--- src/rtl/core_run_ctrl_if.sv ---
// ---------------------------------------------------------------------------
// core_run_ctrl_if
//   Bundles the run-control signals shared by the host sequencer, the
//   processor core and core_run_ctrl. The controller connects through the
//   master modport; the host/core side of the testbench uses slave.
//
//   start       host -> ctrl   request to run the loaded program
//   ack         host -> ctrl   acknowledge of a finished or timed-out result
//   core_done   core -> ctrl   the core's done output
//   core_reset  ctrl -> core   drives the core's reset
//   core_req    ctrl -> core   drives the core's req
//   busy        ctrl -> host   high while the core is held in reset or running
//   finished    ctrl -> host   high once the program has completed
//   timed_out   ctrl -> host   high once the program was aborted by timeout
//   cycle_count ctrl -> host   number of RUN cycles, frozen after the run
// ---------------------------------------------------------------------------
interface core_run_ctrl_if #(
  parameter int CNT_W = 16
) ();

  logic             start;
  logic             ack;
  logic             core_done;
  logic             core_reset;
  logic             core_req;
  logic             busy;
  logic             finished;
  logic             timed_out;
  logic [CNT_W-1:0] cycle_count;

  modport master (
    input  start,
    input  ack,
    input  core_done,
    output core_reset,
    output core_req,
    output busy,
    output finished,
    output timed_out,
    output cycle_count
  );

  modport slave (
    output start,
    output ack,
    output core_done,
    input  core_reset,
    input  core_req,
    input  busy,
    input  finished,
    input  timed_out,
    input  cycle_count
  );

endinterface

--- src/rtl/core_run_ctrl.sv ---
// ---------------------------------------------------------------------------
// core_run_ctrl
//   Initiator side of the core's req/done run handshake. A host start holds
//   the core in reset for RST_CYCLES cycles, releases it with req raised,
//   counts RUN cycles until the core reports done, and aborts the run if it
//   exceeds TIMEOUT_CYCLES (0 disables the abort). All outputs are registered.
//
//   clk    system clock, rising edge
//   reset  asynchronous, active-high block reset
//   bus    core_run_ctrl_if.master: start/ack/core_done in,
//          core_reset/core_req/busy/finished/timed_out/cycle_count out
// ---------------------------------------------------------------------------
module core_run_ctrl #(
  parameter int CNT_W          = 16,
  parameter int RST_CYCLES     = 2,
  parameter int TIMEOUT_CYCLES = 4000
) (
  input  logic             clk,
  input  logic             reset,
  core_run_ctrl_if.master  bus
);

  localparam int               RST_W       = (RST_CYCLES > 1) ? $clog2(RST_CYCLES) : 1;
  localparam logic [RST_W-1:0] RST_LAST    = RST_W'(RST_CYCLES - 1);
  localparam logic [CNT_W-1:0] TIMEOUT_VAL = CNT_W'(TIMEOUT_CYCLES);
  localparam bit               TIMEOUT_EN  = (TIMEOUT_CYCLES != 0);

  typedef enum logic [2:0] {
    S_IDLE,
    S_RST,
    S_RUN,
    S_DONE,
    S_TOUT
  } state_t;

  state_t           r_state;
  logic [RST_W-1:0] r_rstCnt;
  logic             r_armed;
  logic [CNT_W-1:0] r_cycleCount;
  logic             r_coreReset;
  logic             r_coreReq;
  logic             r_busy;
  logic             r_finished;
  logic             r_timedOut;
  logic [CNT_W-1:0] w_countNext;

  // Saturating increment of the run counter; the timeout compare uses this
  // post-increment value so the abort lands on the TIMEOUT_CYCLES-th cycle.
  assign w_countNext = (r_cycleCount == {CNT_W{1'b1}}) ? r_cycleCount
                                                       : r_cycleCount + CNT_W'(1);

  // Run sequencer. Outputs are updated together with the state so each one
  // is a pure function of the state being entered.
  // armed only sets after done has been seen low once, so a done level left
  // over from a previous program cannot end the new run early.
  // In DONE the core is left out of reset so its memories stay inspectable;
  // in TOUT it is put back into reset to stop the hung program.
  // A start in DONE/TOUT restarts directly and takes priority over ack.
  always_ff @(posedge clk or posedge reset) begin
    if (reset) begin
      r_state      <= S_IDLE;
      r_rstCnt     <= '0;
      r_armed      <= 1'b0;
      r_cycleCount <= '0;
      r_coreReset  <= 1'b1;
      r_coreReq    <= 1'b0;
      r_busy       <= 1'b0;
      r_finished   <= 1'b0;
      r_timedOut   <= 1'b0;
    end else begin
      case (r_state)
        S_IDLE: begin
          if (bus.start) begin
            r_state      <= S_RST;
            r_cycleCount <= '0;
            r_rstCnt     <= '0;
            r_armed      <= 1'b0;
            r_coreReset  <= 1'b1;
            r_busy       <= 1'b1;
          end
        end

        S_RST: begin
          r_rstCnt <= r_rstCnt + RST_W'(1);
          if (r_rstCnt == RST_LAST) begin
            r_state     <= S_RUN;
            r_coreReset <= 1'b0;
            r_coreReq   <= 1'b1;
          end
        end

        S_RUN: begin
          r_cycleCount <= w_countNext;
          if (!bus.core_done) begin
            r_armed <= 1'b1;
          end
          if (r_armed && bus.core_done) begin
            r_state    <= S_DONE;
            r_coreReq  <= 1'b0;
            r_busy     <= 1'b0;
            r_finished <= 1'b1;
          end else if (TIMEOUT_EN && (w_countNext == TIMEOUT_VAL)) begin
            r_state     <= S_TOUT;
            r_coreReq   <= 1'b0;
            r_coreReset <= 1'b1;
            r_busy      <= 1'b0;
            r_timedOut  <= 1'b1;
          end
        end

        S_DONE, S_TOUT: begin
          if (bus.start) begin
            r_state      <= S_RST;
            r_cycleCount <= '0;
            r_rstCnt     <= '0;
            r_armed      <= 1'b0;
            r_coreReset  <= 1'b1;
            r_busy       <= 1'b1;
            r_finished   <= 1'b0;
            r_timedOut   <= 1'b0;
          end else if (bus.ack) begin
            r_state     <= S_IDLE;
            r_coreReset <= 1'b1;
            r_finished  <= 1'b0;
            r_timedOut  <= 1'b0;
          end
        end

        default: begin
          r_state     <= S_IDLE;
          r_coreReset <= 1'b1;
          r_coreReq   <= 1'b0;
          r_busy      <= 1'b0;
          r_finished  <= 1'b0;
          r_timedOut  <= 1'b0;
        end
      endcase
    end
  end

  assign bus.core_reset  = r_coreReset;
  assign bus.core_req    = r_coreReq;
  assign bus.busy        = r_busy;
  assign bus.finished    = r_finished;
  assign bus.timed_out   = r_timedOut;
  assign bus.cycle_count = r_cycleCount;

endmodule

--- src/flat_wrapper.sv ---
// flat-port wrapper written by rule: the top's interface ports become plain ports
module core_run_ctrl_flat 
#(
  parameter int CNT_W          = 16,
  parameter int RST_CYCLES     = 2,
  parameter int TIMEOUT_CYCLES = 4000
)
  (clk, reset, bus_start, bus_ack, bus_core_done, bus_core_reset, bus_core_req, bus_busy, bus_finished, bus_timed_out, bus_cycle_count);
  core_run_ctrl_if #(.CNT_W(CNT_W)) bus_i ();
  input  logic clk;
  input  logic reset;
  input wire logic [$bits(bus_i.start)-1:0] bus_start;
  input wire logic [$bits(bus_i.ack)-1:0] bus_ack;
  input wire logic [$bits(bus_i.core_done)-1:0] bus_core_done;
  output wire logic [$bits(bus_i.core_reset)-1:0] bus_core_reset;
  output wire logic [$bits(bus_i.core_req)-1:0] bus_core_req;
  output wire logic [$bits(bus_i.busy)-1:0] bus_busy;
  output wire logic [$bits(bus_i.finished)-1:0] bus_finished;
  output wire logic [$bits(bus_i.timed_out)-1:0] bus_timed_out;
  output wire logic [$bits(bus_i.cycle_count)-1:0] bus_cycle_count;
  assign bus_i.start = bus_start;
  assign bus_i.ack = bus_ack;
  assign bus_i.core_done = bus_core_done;
  assign bus_core_reset = bus_i.core_reset;
  assign bus_core_req = bus_i.core_req;
  assign bus_busy = bus_i.busy;
  assign bus_finished = bus_i.finished;
  assign bus_timed_out = bus_i.timed_out;
  assign bus_cycle_count = bus_i.cycle_count;
  core_run_ctrl #(.CNT_W(CNT_W), .RST_CYCLES(RST_CYCLES), .TIMEOUT_CYCLES(TIMEOUT_CYCLES)) u_core (.clk(clk), .reset(reset), .bus(bus_i));
endmodule
--- config.mk ---
export PLATFORM = sky130hd
export DESIGN_NAME = core_run_ctrl_flat
export DESIGN_NICKNAME = d
export VERILOG_FILES = /design/src/rtl/core_run_ctrl_if.sv /design/src/rtl/core_run_ctrl.sv /design/src/flat_wrapper.sv
export SDC_FILE = /design/constraint.sdc
export NUM_CORES = 1
export LEC_CHECK = 0
export ABC_AREA = 1
export CORE_MARGIN = 1.5
export CORE_UTILIZATION = 40
export DETAILED_ROUTE_END_ITERATION = 10
export PLACE_DENSITY_LB_ADDON = 0.08
export SYNTH_ARGS = -nofsm -noshare
export SYNTH_HDL_FRONTEND = slang
export SYNTH_SLANG_ARGS = --single-unit
--- constraint.sdc ---
create_clock -name clk -period 4.25 [get_ports clk]
set_clock_uncertainty 0.1 [all_clocks]
set_input_delay 1.275 -clock clk [delete_from_list [all_inputs] [get_ports clk]]
set_output_delay 1.275 -clock clk [all_outputs]
set_load 0.01 [all_outputs]
==> summary.md, run 1 <==
| Metric | Value |
|---|---|
| Leakage power of the design | `0.00101 uW` |
| Yosys synthesis warning count | `0` |
| Number of violations of the max-capacitance limit | `0` |
| GR met3 Demand/Resource | `1.95%` |
| Number of slew-limit violations in the final report | `0` |
| Peak VDD IR | `0.341 mV` |
| Met1 track demand over resource | `31.0%` |
| Post-synthesis cell count | `252` |
| Final non-filler cell area | `2100 sq um` |
| Layout filler cell count | `408` |
| Largest stage delay on the critical path | `0.58 ns` |
| Tot Pwr | `995 uW` |
| Number of search-and-repair iterations in the first detailed-routing pass | `4` |
| Aggregate routed wire length | `4220 um` |
| Total clock buffers created by CTS | `3` |
| Port Buf Inserts | `25` |
| Via density | `5.08` |
| Critical Path Slowest Stage Cell | `clkdlybuf4s50_1` |
| Hold slack final | `0.369 ns` |
| Most utilized layer in the global route result | `met1` |
| Number of violations reported at the end of detailed-routing iteration 0 | `84` |
| Average size of a mapped cell | `6.84 sq um` |
| Number of distinct library cells after synthesis | `25` |
| Total of cells resized after clock tree synthesis | `0` |
| Post-synthesis to final-layout area growth | `21.9%` |
| Initial core utilization | `42.5%` |
| Floorplan core area | `4060 sq um` |
| Clk buf depth | `2` |
| Delay-heaviest family, CP | `buffers and inverters` |
| Element type at the critical path end | `output port` |
| Height of the die | `68.6 um` |
| Critical path class | `reg -> out` |
| Wire length per cell after detailed routing | `12.8 um` |
| Routability congestion estimate from global placement | `0.851` |
| Transition time at the pin with the least slew margin | `1.00 ns` |
| Overall overflow remaining after global route | `0` |
| I/O pin total | `26` |
| Part of the Yosys area used for sequential elements | `37.8%` |
| Antenna diodes | `0` |
| DP Wirelength | `3080 um` |
| Outcome | `finished clean` |
| Min-Delay Path Class | `reg -> reg` |
| Bufs and invs on worst path | `1` |
| Clock transition at the register clock pins on the worst setup and hold paths after CTS | `0.10 ns` |
| Clock Sinks | `26` |
| RSZ-0062 raised after global routing | `no` |
| Critical path cell sequence | `clkdlybuf4s50_1` |
| Std-Cell Rows | `23` |
| Horizontal extent of the die | `68.6 um` |
| Number of buffers added to fix hold violations after cts | `0` |
| Upper clock frequency limit | `367 MHz` |
| Number of setup violations in the final report | `0` |
| Clock tree from TritonCTS | `done` |
| Number of remaining DRC errors | `0` |
| Total global routing track utilization | `20.1%` |
| Worst max-slew margin expressed relative to the limit | `32.9%` |
| Routed Antenna Nets | `0` |
| Clock tree root buffer cell | `clkbuf_8` |
| Kind of start point of the critical path | `register` |
| Global Route met2 Usage | `29.2%` |
| Pin count of the biggest net entering global routing | `27` |
| Antenna violations before repair | `0` |
| Die area | `4710 sq um` |
| Area used by multi-input combinational logic | `932 sq um` |
| Most common cell after layout, fill and taps aside | `nand2_1` |
| Mapped cell area | `1720 sq um` |
| Min cycle time layout | `2.72 ns` |
| Maximum fanout along the worst path | `5` |
| Wire length of the first global-routing pass | `7080 um` |
| Number of nets in the synthesized netlist | `258` |
| Routed via count | `1670` |
| CTS H-tree depth | `1` |
| Number of global-route vias before repair | `1507` |
| Count of nets after finishing | `286` |
| Final Hold Vio Count | `0` |
| Cell area after placement | `2030 sq um` |
| Required time of the critical path | `2.87 ns` |
| Data arrival, critical path | `1.35 ns` |
| Clk_lat worst skew | `0.28 ns` |
| Number of setup buffers added after CTS | `0` |
| Fraction of the cycle the final worst path needs | `64.0%` |
| Most used cells in the layout excluding fill and tap cells | `79 x nand2_1, 34 x inv_1, 26 x nand3_1` |
| Register Area | `652 sq um` |
| Layout cell share with drive strength beyond 1 | `8.96%` |
| Final-layout setup total negative slack | `0 ns` |
| Number of register bits inferred by synthesis | `26` |
| Cell Pwr Density | `474 nW/um^2` |
area by class of cell:
| cell class | instances | share of cell area [%] |
|---|---|---|
| timing repair buffer | 25 | 11.9 |
| clock buffer | 3 | 1.97 |
| multi-input combinational | 189 | 44.4 |
| inverter | 35 | 6.26 |
| clock inverter | 1 | 1.43 |
| sequential | 26 | 31.0 |
| tap | 50 | 2.98 |
registers in the layout, indices dropped and copies added, names as in the netlist:
name and flops:
u_core.bus.core_reset 1, u_core.r_armed 1, u_core.r_state 3, u_core.bus.busy 1
u_core.bus.timed_out 1, u_core.bus.finished 1, u_core.r_rstCnt 1, u_core.bus.core_req 1
u_core.bus.cycle_count 16
Yosys cell counts (all sizes together):
master / count / area [sq um]
clkbuf: 2 / 7.51
or2: 3 / 18.8
nand3: 29 / 160
nand2: 86 / 355
clkinv: 1 / 3.75
o21ai: 17 / 85.1
o22ai: 4 / 25.0
nor4: 1 / 6.26
inv: 34 / 128
a21oi: 4 / 20.0
o21a: 1 / 7.51
nand4: 7 / 43.8
dfstp: 1 / 26.3
nor3: 1 / 5.00
nor2: 30 / 150
xor2: 4 / 35.0
o31ai: 1 / 7.51
dfrtp: 25 / 626
ha: 1 / 12.5
metrics by stage:
step           util (%)  setup WS, ns  std cells
2_1_floorplan         -          2.06        252
3_3_place_gp       50.0          1.36        325
3_5_place_dp       50.0          1.33        325
4_1_cts            51.7          1.52        329
5_1_grt            51.7          1.45        329
6_report           51.7          1.53        329
where the power goes:
group | total (uW) | internal (uW) | switching (uW)
logic | 433 | 166 | 267
clock network | 213 | 126 | 86.5
registers | 349 | 304 | 45.6
total | 995 | 595 | 399
logic make-up (layout without fill, tap and decap cells):
group,after synthesis,in the layout,synth area share [%]
XOR/XNOR,4,4,2.03
flip-flops,26,26,37.8
buffers and inverters,37,64,8.06
adder cells (fa/ha/maj),1,1,0.726
AO/OA/AOI/OAI,27,27,8.42
AND/OR/NAND/NOR,157,157,42.9
path summary, 6_finish.rpt:
check                                                  end  slack (ns)                 startpoint  depth (start not counted)
worst min-delay path                 u_core.bus.core_reset        0.37      u_core.bus.core_reset                          2
worst min register to register       u_core.bus.core_reset        0.37      u_core.bus.core_reset                          2
worst max-delay path                    bus_cycle_count[8]        1.53  u_core.bus.cycle_count[8]                          1
min in group asynchronous       u_core.bus.cycle_count[11]        1.43                      reset                          2
worst max register to register           u_core.r_state[1]        1.72          u_core.r_state[2]                          9
max in group asynchronous                   u_core.r_armed        2.01                      reset                          2
metal layers:
layer  up-vias  routed length (um)
met3         4                 277
met2        48                1750
li1        869                   -
met5         -                   0
met1       749                2150
met4         0                  39
Note: power is estimated with default switching activity, not from simulation.
==> run 2: changes to the inputs <==
==> constraint.sdc (replaced) <==
create_clock -name clk -period 2.5 [get_ports clk]
set_clock_uncertainty 0.1 [all_clocks]
set_input_delay 0.75 -clock clk [delete_from_list [all_inputs] [get_ports clk]]
set_output_delay 0.75 -clock clk [all_outputs]
set_load 0.01 [all_outputs]
==> run 2 against run 1 <==
Compared with the run above: critical path depth rose by 11; via count rose by 2.5%; worst setup slack got worse by 1.4 ns; total power rose by 73%; non-clock buffer count rose by 5; register-to-register slack got worse by 1.5 ns; global-route usage fell by 0.74 points; combinational power rose by 80%; utilization rose by 0.93 points; wire length fell by 0.99%; clock-buffer cell count did not move; sequential share of layout area fell by 0.55 points; critical path type is now reg -> reg.
==> summary.md, run 2 (synthesized netlist as in run 1, its figures left out) <==
| Metric | Value |
|---|---|
| Outcome | `finished clean (unchanged)` |
| Number of stages on the worst hold path | `2 (unchanged)` |
| Data arrival, critical path | `2.39 ns (was 1.35 ns)` |
| Combinational fraction of design power | `45.4% (was 43.5%)` |
| Number of search-and-repair iterations in the first detailed-routing pass | `5 (was 4)` |
| Required time of the critical path | `2.56 ns (was 2.87 ns)` |
| Switching share of power | `39.6% (was 40.2%)` |
| Cell Pwr Density | `804 nW/um^2 (was 474 nW/um^2)` |
| Number of violations of the max-capacitance limit | `0 (unchanged)` |
| Floorplan core area | `4060 sq um (unchanged)` |
| Fraction of power consumed by sequential logic | `34.2% (was 35.1%)` |
| Area used by multi-input combinational logic | `932 sq um (unchanged)` |
| Clock Sinks | `26 (unchanged)` |
| Initial core utilization | `42.5% (unchanged)` |
| Clock tree root buffer cell | `clkbuf_8 (unchanged)` |
| Std-Cell Rows | `23 (unchanged)` |
| Number of violations reported at the end of detailed-routing iteration 0 | `133 (was 84)` |
| Tot Pwr | `1720 uW (was 995 uW)` |
| Leakage power of the design | `0.00103 uW (was 0.00101 uW)` |
| Clock transition at the register clock pins on the worst setup and hold paths after CTS | `0.10 ns (about the same)` |
| Clock tree from TritonCTS | `done (unchanged)` |
| RSZ-0062 raised after global routing | `no (unchanged)` |
| Wire length per cell after detailed routing | `12.5 um (was 12.8 um)` |
| I/O pin total | `26 (unchanged)` |
| Element type at the critical path end | `register (was output port)` |
| Min-Delay Path Class | `reg -> reg (unchanged)` |
| Kind of start point of the critical path | `register (unchanged)` |
| Antenna diodes | `0 (unchanged)` |
| Number of cell instances on the worst register-to-register path | `12 (was 9)` |
| Most common cell after layout, fill and taps aside | `nand2_1 (unchanged)` |
| Final-layout setup total negative slack | `0 ns (unchanged)` |
| Cell-internal power | `1040 uW (was 595 uW)` |
| Peak VDD IR | `0.442 mV (was 0.341 mV)` |
| Number of slew-limit violations in the final report | `0 (unchanged)` |
| Pin count of the biggest net entering global routing | `27 (unchanged)` |
| Fraction of the cycle the final worst path needs | `93.0%` |
| Most used cells in the layout excluding fill and tap cells | `79 x nand2_1, 34 x inv_1, 26 x nand3_1 (unchanged)` |
| Sw Pwr | `681 uW (was 399 uW)` |
| Transition time at the pin with the least slew margin | `0.457 ns (was 1.00 ns)` |
| DP Wirelength | `3120 um (was 3080 um)` |
| Clk buf depth | `2 (unchanged)` |
| Total of cells resized after clock tree synthesis | `0 (unchanged)` |
| Clock power frac | `20.5% (was 21.4%)` |
| Min cycle time layout | `2.33 ns` |
| Number of global-route vias before repair | `1426 (was 1507)` |
| Antenna violations before repair | `0 (unchanged)` |
| Die area | `4710 sq um (unchanged)` |
| Register Area | `652 sq um (unchanged)` |
| Layout filler cell count | `403 (was 408)` |
| Total global routing track utilization | `19.4% (was 20.1%)` |
| Overall overflow remaining after global route | `0 (unchanged)` |
| Final Hold Vio Count | `0 (unchanged)` |
| Upper clock frequency limit | `430 MHz` |
| Post-synthesis to final-layout area growth | `24.0% (was 21.9%)` |
| Flip-flop count of the largest register, all copies and words added | `16 (unchanged)` |
| Number of setup buffers added after CTS | `0 (unchanged)` |
| Count of nets after finishing | `291 (was 286)` |
| Number of buffers added to fix hold violations after cts | `0 (unchanged)` |
| Routability congestion estimate from global placement | `0.861 (was 0.851)` |
| Wire length of the first global-routing pass | `6740 um (was 7080 um)` |
| CTS H-tree depth | `1 (unchanged)` |
| Total clock buffers created by CTS | `3 (unchanged)` |
| Port Buf Inserts | `25 (unchanged)` |
| Number of setup violations in the final report | `0 (unchanged)` |
| Horizontal extent of the die | `68.6 um (unchanged)` |
| Layout cell share with drive strength beyond 1 | `10.6% (was 8.96%)` |
| Routed via count | `1712 (was 1670)` |
| Maximum fanout along the worst path | `8 (was 5)` |
| Height of the die | `68.6 um (unchanged)` |
| Number of remaining DRC errors | `0 (unchanged)` |
| Via density | `5.13 (was 5.08)` |
| Critical path class | `reg -> reg (was reg -> out)` |
| Worst max-slew margin expressed relative to the limit | `69.5% (was 32.9%)` |
| Aggregate routed wire length | `4180 um (was 4220 um)` |
| Routed Antenna Nets | `0 (unchanged)` |
| Clk_lat worst skew | `0.27 ns (was 0.28 ns)` |
-- run 2: cell types whose count changed in the layout (fill, tap and decap cells not counted) --
cell,delta
buf_4,+5
-- run 2: per-stage QoR --
| step | instance area, sq um | worst slack (ns) | hold WS (ns) | utilization (%) | std cells |
|---|---|---|---|---|---|
| after floorplan | 1720 | 0.454 | 0.353 | - | 252 |
| after global placement | 2070 | 0.236 | 0.350 | 50.9 | 330 |
| after detailed placement | 2070 | 0.165 | 0.358 | 50.9 | 330 |
| after CTS | 2140 | 0.198 | 0.374 | 52.7 | 334 |
| after global routing | 2140 | 0.00235 | 0.383 | 52.7 | 334 |
| final | 2140 | 0.175 | 0.367 | 52.7 | 334 |
-- run 2: power by group through the flow --
stage               logic (uW)  clock network (uW)  registers, uW
floorplan                  499                   0            610
global placement           775                   0            597
detailed placement         780                   0            595
CTS                        787                 364            587
global route               883                 386            599
finish                     780                 352            587
-- run 2: worst max-delay path, cell delays in order, from the launching register on --
cell     delay, ns
dfrtp_1       0.42
ha_1          0.25
nand3_1       0.18
nor2_2        0.23
nand2_2       0.16
a21oi_1       0.19
nand2_1       0.08
nor2_1        0.17
nand3_2       0.13
nand2_4       0.13
nand2_4       0.06
nand2_1       0.06
o21ai_1       0.06
-- run 2: final timing paths --
| kind | slack (ns) | end | from |
|---|---|---|---|
| max | 0.17 | u_core.r_state[1] | u_core.bus.cycle_count[1] |
| min | 0.37 | u_core.bus.core_reset | u_core.bus.core_reset |
| max reg2reg | 0.17 | u_core.r_state[1] | u_core.bus.cycle_count[1] |
| min reg2reg | 0.37 | u_core.bus.core_reset | u_core.bus.core_reset |
| max in group asynchronous | 1.28 | u_core.bus.core_reset | reset |
| min in group asynchronous | 0.73 | u_core.r_state[0] | reset |
-- run 2: layer usage --
| metal | GRT usage, % | routed length (um) | share of wire (%) |
|---|---|---|---|
| met5 | 0 | 0 | 0 |
| met1 | 31.6 | 2190 | 52 |
| met4 | 3.75 | 23 | 0.55 |
| met2 | 27.2 | 1700 | 41 |
| met3 | 1.95 | 260 | 6.2 |
-- run 2: layout make-up --
type                       instances  share of cell area (%)
inverter                          35                    6.15
sequential                        26                    30.5
timing repair buffer              30                    13.5
multi-input combinational        189                    43.6
clock buffer                       3                    1.93
clock inverter                     1                    1.41
tap                               50                    2.93
